<file path="src/rtl/seg595_pkg.sv">
// Shared types and sizing helpers for the multiplexed 74HC595 seven-segment scanner.
package seg595_pkg;

   typedef enum logic [1:0] {
      IDLE,
      SHIFT,
      LATCH,
      HOLD
   } state_t;

   function automatic int frame_w(input int digits, input int seg_w);
      return digits + seg_w;
   endfunction

   // Counter width able to hold 0..n-1, never narrower than one bit.
   function automatic int idx_w(input int n);
      return (n > 1) ? $clog2(n) : 1;
   endfunction

endpackage

</file>
<file path="src/rtl/hc595_serializer.sv">
// Shifts one W-bit frame LSB first into a 595 chain, then pulses the storage clock.
module hc595_serializer
   import seg595_pkg::*;
#(
   parameter int W       = 14,
   parameter int CLK_DIV = 2
) (
   input  logic         clk,
   input  logic         rst_n,
   input  logic         start,
   input  logic [W-1:0] frame,
   output logic         ds,
   output logic         shcp,
   output logic         stcp,
   output logic         done
);

   localparam int BIT_W = idx_w(W);
   localparam int PH_W  = idx_w(2 * CLK_DIV);
   localparam int LAT_W = idx_w(CLK_DIV);

   localparam logic [BIT_W-1:0] BIT_LAST = BIT_W'(W - 1);
   localparam logic [PH_W-1:0]  PH_LAST  = PH_W'(2 * CLK_DIV - 1);
   localparam logic [PH_W-1:0]  PH_HALF  = PH_W'(CLK_DIV);
   localparam logic [LAT_W-1:0] LAT_LAST = LAT_W'(CLK_DIV - 1);

   state_t             mode_reg, mode_next;
   logic [W-1:0]       shift_reg, shift_next;
   logic [BIT_W-1:0]   bit_reg, bit_next;
   logic [PH_W-1:0]    ph_reg, ph_next;
   logic [LAT_W-1:0]   lat_reg, lat_next;
   logic               ds_reg, shcp_reg, stcp_reg, done_reg;
   logic               ds_next, shcp_next, stcp_next, done_next;

   always_comb begin
      mode_next  = mode_reg;
      shift_next = shift_reg;
      bit_next   = bit_reg;
      ph_next    = ph_reg;
      lat_next   = lat_reg;
      case (mode_reg)
         SHIFT: begin
            if (ph_reg == PH_LAST) begin
               ph_next = '0;
               if (bit_reg == BIT_LAST) begin
                  mode_next = LATCH;
                  lat_next  = '0;
               end else begin
                  bit_next   = bit_reg + 1'b1;
                  shift_next = shift_reg >> 1;
               end
            end else begin
               ph_next = ph_reg + 1'b1;
            end
         end
         LATCH: begin
            if (lat_reg == LAT_LAST) begin
               mode_next = IDLE;
            end else begin
               lat_next = lat_reg + 1'b1;
            end
         end
         default: begin
            if (start) begin
               mode_next  = SHIFT;
               shift_next = frame;
               bit_next   = '0;
               ph_next    = '0;
            end
         end
      endcase
   end

   // Pin levels are derived from the next state and registered, so they are
   // glitch-free and line up exactly with the phase they describe.
   always_comb begin
      ds_next   = (mode_next == SHIFT) & shift_next[0];
      shcp_next = (mode_next == SHIFT) && (ph_next >= PH_HALF);
      stcp_next = (mode_next == LATCH);
      done_next = (mode_next == LATCH) && (lat_next == LAT_LAST);
   end

   always_ff @(posedge clk or negedge rst_n) begin
      if (!rst_n) begin
         mode_reg  <= IDLE;
         shift_reg <= '0;
         bit_reg   <= '0;
         ph_reg    <= '0;
         lat_reg   <= '0;
         ds_reg    <= 1'b0;
         shcp_reg  <= 1'b0;
         stcp_reg  <= 1'b0;
         done_reg  <= 1'b0;
      end else begin
         mode_reg  <= mode_next;
         shift_reg <= shift_next;
         bit_reg   <= bit_next;
         ph_reg    <= ph_next;
         lat_reg   <= lat_next;
         ds_reg    <= ds_next;
         shcp_reg  <= shcp_next;
         stcp_reg  <= stcp_next;
         done_reg  <= done_next;
      end
   end

   assign ds   = ds_reg;
   assign shcp = shcp_reg;
   assign stcp = stcp_reg;
   assign done = done_reg;

endmodule

</file>
<file path="src/rtl/seg_595_dyn_scan.sv">
// Time-multiplexed seven-segment driver: one {digit-select, segments} frame per
// scan slot, shifted into a daisy-chained 74HC595 pair.
module seg_595_dyn_scan
   import seg595_pkg::*;
#(
   parameter int DIGITS   = 6,
   parameter int SEG_W    = 8,
   parameter int CLK_DIV  = 2,
   parameter int SCAN_CYC = 50000
) (
   input  logic                      sys_clk,
   input  logic                      sys_rst_n,
   input  logic [DIGITS*SEG_W-1:0]   seg_data,
   input  logic                      en,
   output logic                      ds,
   output logic                      shcp,
   output logic                      stcp,
   output logic                      oe,
   output logic [$clog2(DIGITS)-1:0] digit_idx,
   output logic                      frame_done
);

   localparam int FRAME_W = frame_w(DIGITS, SEG_W);
   localparam int IDX_W   = $clog2(DIGITS);
   localparam int SLOT_W  = idx_w(SCAN_CYC);

   localparam logic [IDX_W-1:0]  DIG_LAST  = IDX_W'(DIGITS - 1);
   localparam logic [SLOT_W-1:0] SLOT_LAST = SLOT_W'(SCAN_CYC - 1);

   state_t              state_reg, state_next;
   logic [SLOT_W-1:0]   slot_reg, slot_next;
   logic [IDX_W-1:0]    digit_reg, digit_next;
   logic                oe_reg;

   logic [SEG_W-1:0]    seg_arr [DIGITS];
   logic [DIGITS-1:0]   sel_n;
   logic [FRAME_W-1:0]  frame;
   logic                ser_start, ser_ds, ser_shcp, ser_stcp, ser_done;

   for (genvar gi = 0; gi < DIGITS; gi++) begin : g_digit
      assign seg_arr[gi] = seg_data[gi*SEG_W +: SEG_W];
      assign sel_n[gi]   = (digit_reg != IDX_W'(gi));
   end

   // The serializer copies this frame when it accepts start, which is the
   // snapshot that keeps later seg_data changes out of the frame in flight.
   assign frame     = {sel_n, seg_arr[digit_reg]};
   assign ser_start = (state_reg == IDLE);

   always_comb begin
      state_next = state_reg;
      digit_next = digit_reg;
      case (state_reg)
         IDLE: state_next = SHIFT;
         SHIFT: begin
            if (ser_done) begin
               state_next = HOLD;
            end else if (ser_stcp) begin
               state_next = LATCH;
            end
         end
         LATCH: begin
            if (ser_done) begin
               state_next = HOLD;
            end
         end
         HOLD: begin
            if (slot_reg == SLOT_LAST) begin
               state_next = IDLE;
               digit_next = (digit_reg == DIG_LAST) ? '0 : digit_reg + 1'b1;
            end
         end
         default: state_next = IDLE;
      endcase
      slot_next = (state_next == IDLE) ? '0 : slot_reg + 1'b1;
   end

   always_ff @(posedge sys_clk or negedge sys_rst_n) begin
      if (!sys_rst_n) begin
         state_reg <= IDLE;
         slot_reg  <= '0;
         digit_reg <= '0;
         oe_reg    <= 1'b1;
      end else begin
         state_reg <= state_next;
         slot_reg  <= slot_next;
         digit_reg <= digit_next;
         oe_reg    <= ~en;
      end
   end

   hc595_serializer #(
      .W       (FRAME_W),
      .CLK_DIV (CLK_DIV)
   ) u_ser (
      .clk   (sys_clk),
      .rst_n (sys_rst_n),
      .start (ser_start),
      .frame (frame),
      .ds    (ser_ds),
      .shcp  (ser_shcp),
      .stcp  (ser_stcp),
      .done  (ser_done)
   );

   assign ds         = ser_ds;
   assign shcp       = ser_shcp;
   assign stcp       = ser_stcp;
   assign frame_done = ser_done;
   assign oe         = oe_reg;
   assign digit_idx  = digit_reg;

endmodule
</file>
<file path="config.mk">
export PLATFORM = sky130hd
export DESIGN_NAME = seg_595_dyn_scan
export DESIGN_NICKNAME = d
export VERILOG_FILES = /design/src/rtl/seg595_pkg.sv /design/src/rtl/hc595_serializer.sv /design/src/rtl/seg_595_dyn_scan.sv
export SDC_FILE = /design/constraint.sdc
export NUM_CORES = 1
export LEC_CHECK = 0
export CORE_AREA = 2 2 78 80
export DETAILED_ROUTE_END_ITERATION = 6
export DIE_AREA = 0 0 80 82
export PLACE_DENSITY = 0.88
export SLEW_MARGIN = 10
export SYNTH_ARGS = -nofsm -noshare
export SYNTH_HDL_FRONTEND = slang
export SYNTH_SLANG_ARGS = --single-unit
</file>
<file path="constraint.sdc">
create_clock -name sys_clk -period 3.1 [get_ports sys_clk]
set_input_delay 0.62 -clock sys_clk [delete_from_list [all_inputs] [get_ports sys_clk]]
set_output_delay 0.62 -clock sys_clk [all_outputs]
set_load 0.05 [all_outputs]
</file>
==> key figures <==
Finish
  – Fill cells: ~480
  – Max reg flops: 16
  – Final core occ: 0.618
  – Layout cells sized above 1: 0.0977
  – Syn-to-layout area delta: 24.0%
  – Most common cell after layout, fill and taps aside: clkdlybuf4s50_1
  – Diodes inserted: 0
  – Commonest cells after routing, fill and taps aside: clkdlybuf4s50_1 (57), dfrtp_1 (48), nand2_1 (34)
  – Post-layout nets: about 400

STA
  – Worst-margin pin slew: around 1100 ps
  – F_max: 0.412 GHz
  – Final Skew: 4.13 ps
  – Slew HR: 0.289
  – Count of final hold-check violations: 0
  – Fin crit period: approximately 2400 ps
  – Setup_tns: 0 ps
  – Max-slew violation count: 0
  – Final setup fails: 0
  – Fin crit share: 0.783
  – Unrepaired setup endpoints after global routing: no

Min path
  – Hold crit path type: flip-flop to flip-flop
  – Hold EP: u_ser.shift_reg[8]$_DFFE_PN0P_
  – Worst Hold Launch: u_ser.shift_reg[8]$_DFFE_PN0P_
  – Hold depth: 2

Synth
  – FF+latch count, synth: 49
  – Async SR Flop Fraction: 1.00
  – Post-Syn Area per Cell: between 9 and 10 sq um
  – Primary FF master, synth: dfrtp_1
  – Synth Instances: ~290
  – Mapped Area: 0.00286 sq mm
  – Yosys warns: 0
  – Number of synthesized flops with an enable pin: 0
  – Syn_nets: 351
  – Sequential area share after synthesis: 0.429
  – Yosys cell types: slightly below 60

Clock tree
  – Clk sinks: 49
  – Post-CTS Setup Bufs: 0
  – Root Buffer: clkbuf_8
  – Hold Buf Count CTS: 0
  – Max Buffers Root-to-Sink: 2
  – CTS tree: done
  – Clock transition at path regs: 90 ps
  – Skew-Pair Late Insertion Delay: between 300 and 400 ps
  – H-Tree Depth: 2
  – Post-cts sizing count: 0
  – Num CTS Buffers: 5

Power
  – Combinational share of power: 0.087
  – Clock share of power: 0.333
  – Pwr Density: approximately 310 mW/mm^2
  – Share of power burned in registers: 0.580
  – Sw Ratio: 0.219
  – Pleak: about 1.5 nW
  – Int Pwr: 0.862 mW
  – Sw Pwr: about 0.24 mW
  – Max IR drop VDD: slightly below 200 uV
  – Total chip power: 1.10 mW

Die
  – Initial Util: 0.498
  – Chip height: roughly 80 um
  – Core area: roughly 0.0057 sq mm
  – # IOs: 59
  – Num rows: 28
  – DIE WIDTH: 80 um
  – Die area: between 0.006 and 0.007 sq mm

Critical path
  – WP data arrival: about 1800 ps
  – Critical Path Max Stage Delay: 900 ps
  – R2R setup slack: about 850 ps
  – Critical path class: flip-flop to output pin
  – CP cell instances: clkdlybuf4s50_1
  – CP Data Required Time: roughly 2500 ps
  – Crit path max-delay family: buffers and inverters
  – CP max FO: 12
  – Worst flop-to-flop path startpoint: u_ser.mode_reg[0]$_DFF_PN0_
  – R2r worst-path depth: 5
  – Crit path max-delay cell type: clkdlybuf4s50_1
  – Bufs and invs on worst path: 1
  – Setup crit start kind: flip-flop
  – Critical Path Sink Type: output pin
  – Worst reg2reg path endpoint: u_ser.shift_reg[4]$_DFFE_PN0P_

Global routing
  – Pin count of the biggest net entering global routing: 50
  – First-pass GRT wire length: 10600 um
  – Vias in the first global route: 2364
  – Grt ovf: 0
  – Total GRT Usage: 0.207
  – Initial antenna violation count: 0

Route
  – # DRC: 0
  – 1st-iter DRT viols: roughly 150
  – WL final: 6460 um
  – Antenna viol nets, final: 0
  – Routed length per instance: roughly 15 um
  – Via/cell ratio: about 5.7
  – Via count: approximately 2400
  – First-pass DRT Iterations: 4

Placed design
  – Routability cong.: just over 0.8
  – Dpl hpwl: ~4700 um
  – Number of port buffers: 58

Outcome
  – Run status: finished, final reports clean

Flow run
  – Max-cap violations: 0
power by group through the flow:
| stage | Clock (mW) | Combinational, mW | Sequential [mW] |
|---|---|---|---|
| final | 0.367 | 0.0960 | 0.640 |
| after CTS | 0.379 | 0.0982 | 0.640 |
| after detailed placement | 0 | 0.0975 | 0.653 |
| after global routing | 0.403 | 0.104 | 0.640 |
| after floorplan | 0 | 0.0159 | 0.655 |
| after global placement | 0 | 0.0960 | 0.653 |
stage by stage:
stage	setup WS, ps	instance area (sq um)	hold slack, ps	cells
after CTS	664	3550	491	423
after floorplan	1260	2860	324	293
after global placement	970	3470	467	415
after global routing	588	3550	511	423
after detailed placement	889	3470	469	415
final	672	3550	489	423
cell type report:
class | instances | area, sq um | area share
Clock buffer | 6 | 72.6 | 0.0205
Clock inverter | 2 | 10.0 | 0.00282
Inverter | 11 | 41.3 | 0.0116
Multi-Input combinational cell | 217 | 1490 | 0.420
Sequential cell | 49 | 1230 | 0.346
Tap cell | 75 | 93.8 | 0.0264
Timing Repair Buffer | 63 | 613 | 0.173
logic make-up (layout without fill, tap and decap cells):
kind of cell,after synthesis,count (layout),share of synthesized area
mux,27,27,0.0996
simple gates,102,102,0.195
compound gates,68,68,0.156
buf+inv,27,82,0.0507
fa+ha+maj,7,7,0.0306
flops,49,49,0.429
xor+xnor,13,13,0.0398
per-layer routing:
layer	share of wire	global-route usage	vias to the layer above
li1	-	-	1169
met1	0.44	0.258	1139
met2	0.45	0.344	99
met3	0.092	0.0582	6
met4	0.012	0.0729	0
met5	0	0	-
cells in the mapped netlist (all sizes together), types with 3 or more instances:
cell / n / area, sq um
a211oi: 3 / 22.5
nor2: 21 / 78.8
nand3: 10 / 67.6
ha: 7 / 87.6
clkbuf: 10 / 67.6
o221ai: 7 / 61.3
a21oi: 19 / 95.1
mux2i: 18 / 180
mux2: 9 / 105
o22ai: 11 / 68.8
nand4: 4 / 31.3
nor3: 6 / 41.3
o21ai: 13 / 65.1
nand2b: 3 / 18.8
inv: 11 / 41.3
and3: 4 / 26.3
xor2: 4 / 35.0
buf: 6 / 36.3
nor2b: 3 / 18.8
nand2: 34 / 128
xnor2: 9 / 78.8
dfrtp: 48 / 1200
worst register-to-register path, stage by stage, from the launching register on:
cell	delay, ps
dfrtp_1	370
inv_1	70
ha_1	500
or3b_1	560
a211o_1	440
o221ai_1	230
worst max-delay path by stage:
stage | from | to | slack, ps | cells past startpoint
after CTS | digit_idx[1]$_DFFE_PN0P_ | digit_idx[1] | 660 | 1
after global routing | digit_idx[1]$_DFFE_PN0P_ | digit_idx[1] | 590 | 1
after floorplan | digit_idx[1]$_DFFE_PN0P_ | u_ser.ds$_DFF_PN0_ | 1260 | 5
after global placement | u_ser.mode_reg[0]$_DFF_PN0_ | u_ser.ds$_DFF_PN0_ | 970 | 5
after detailed placement | u_ser.mode_reg[0]$_DFF_PN0_ | u_ser.shift_reg[2]$_DFFE_PN0P_ | 890 | 5
final | digit_idx[1]$_DFFE_PN0P_ | digit_idx[1] | 670 | 1
(Power assumes the default switching activity.)
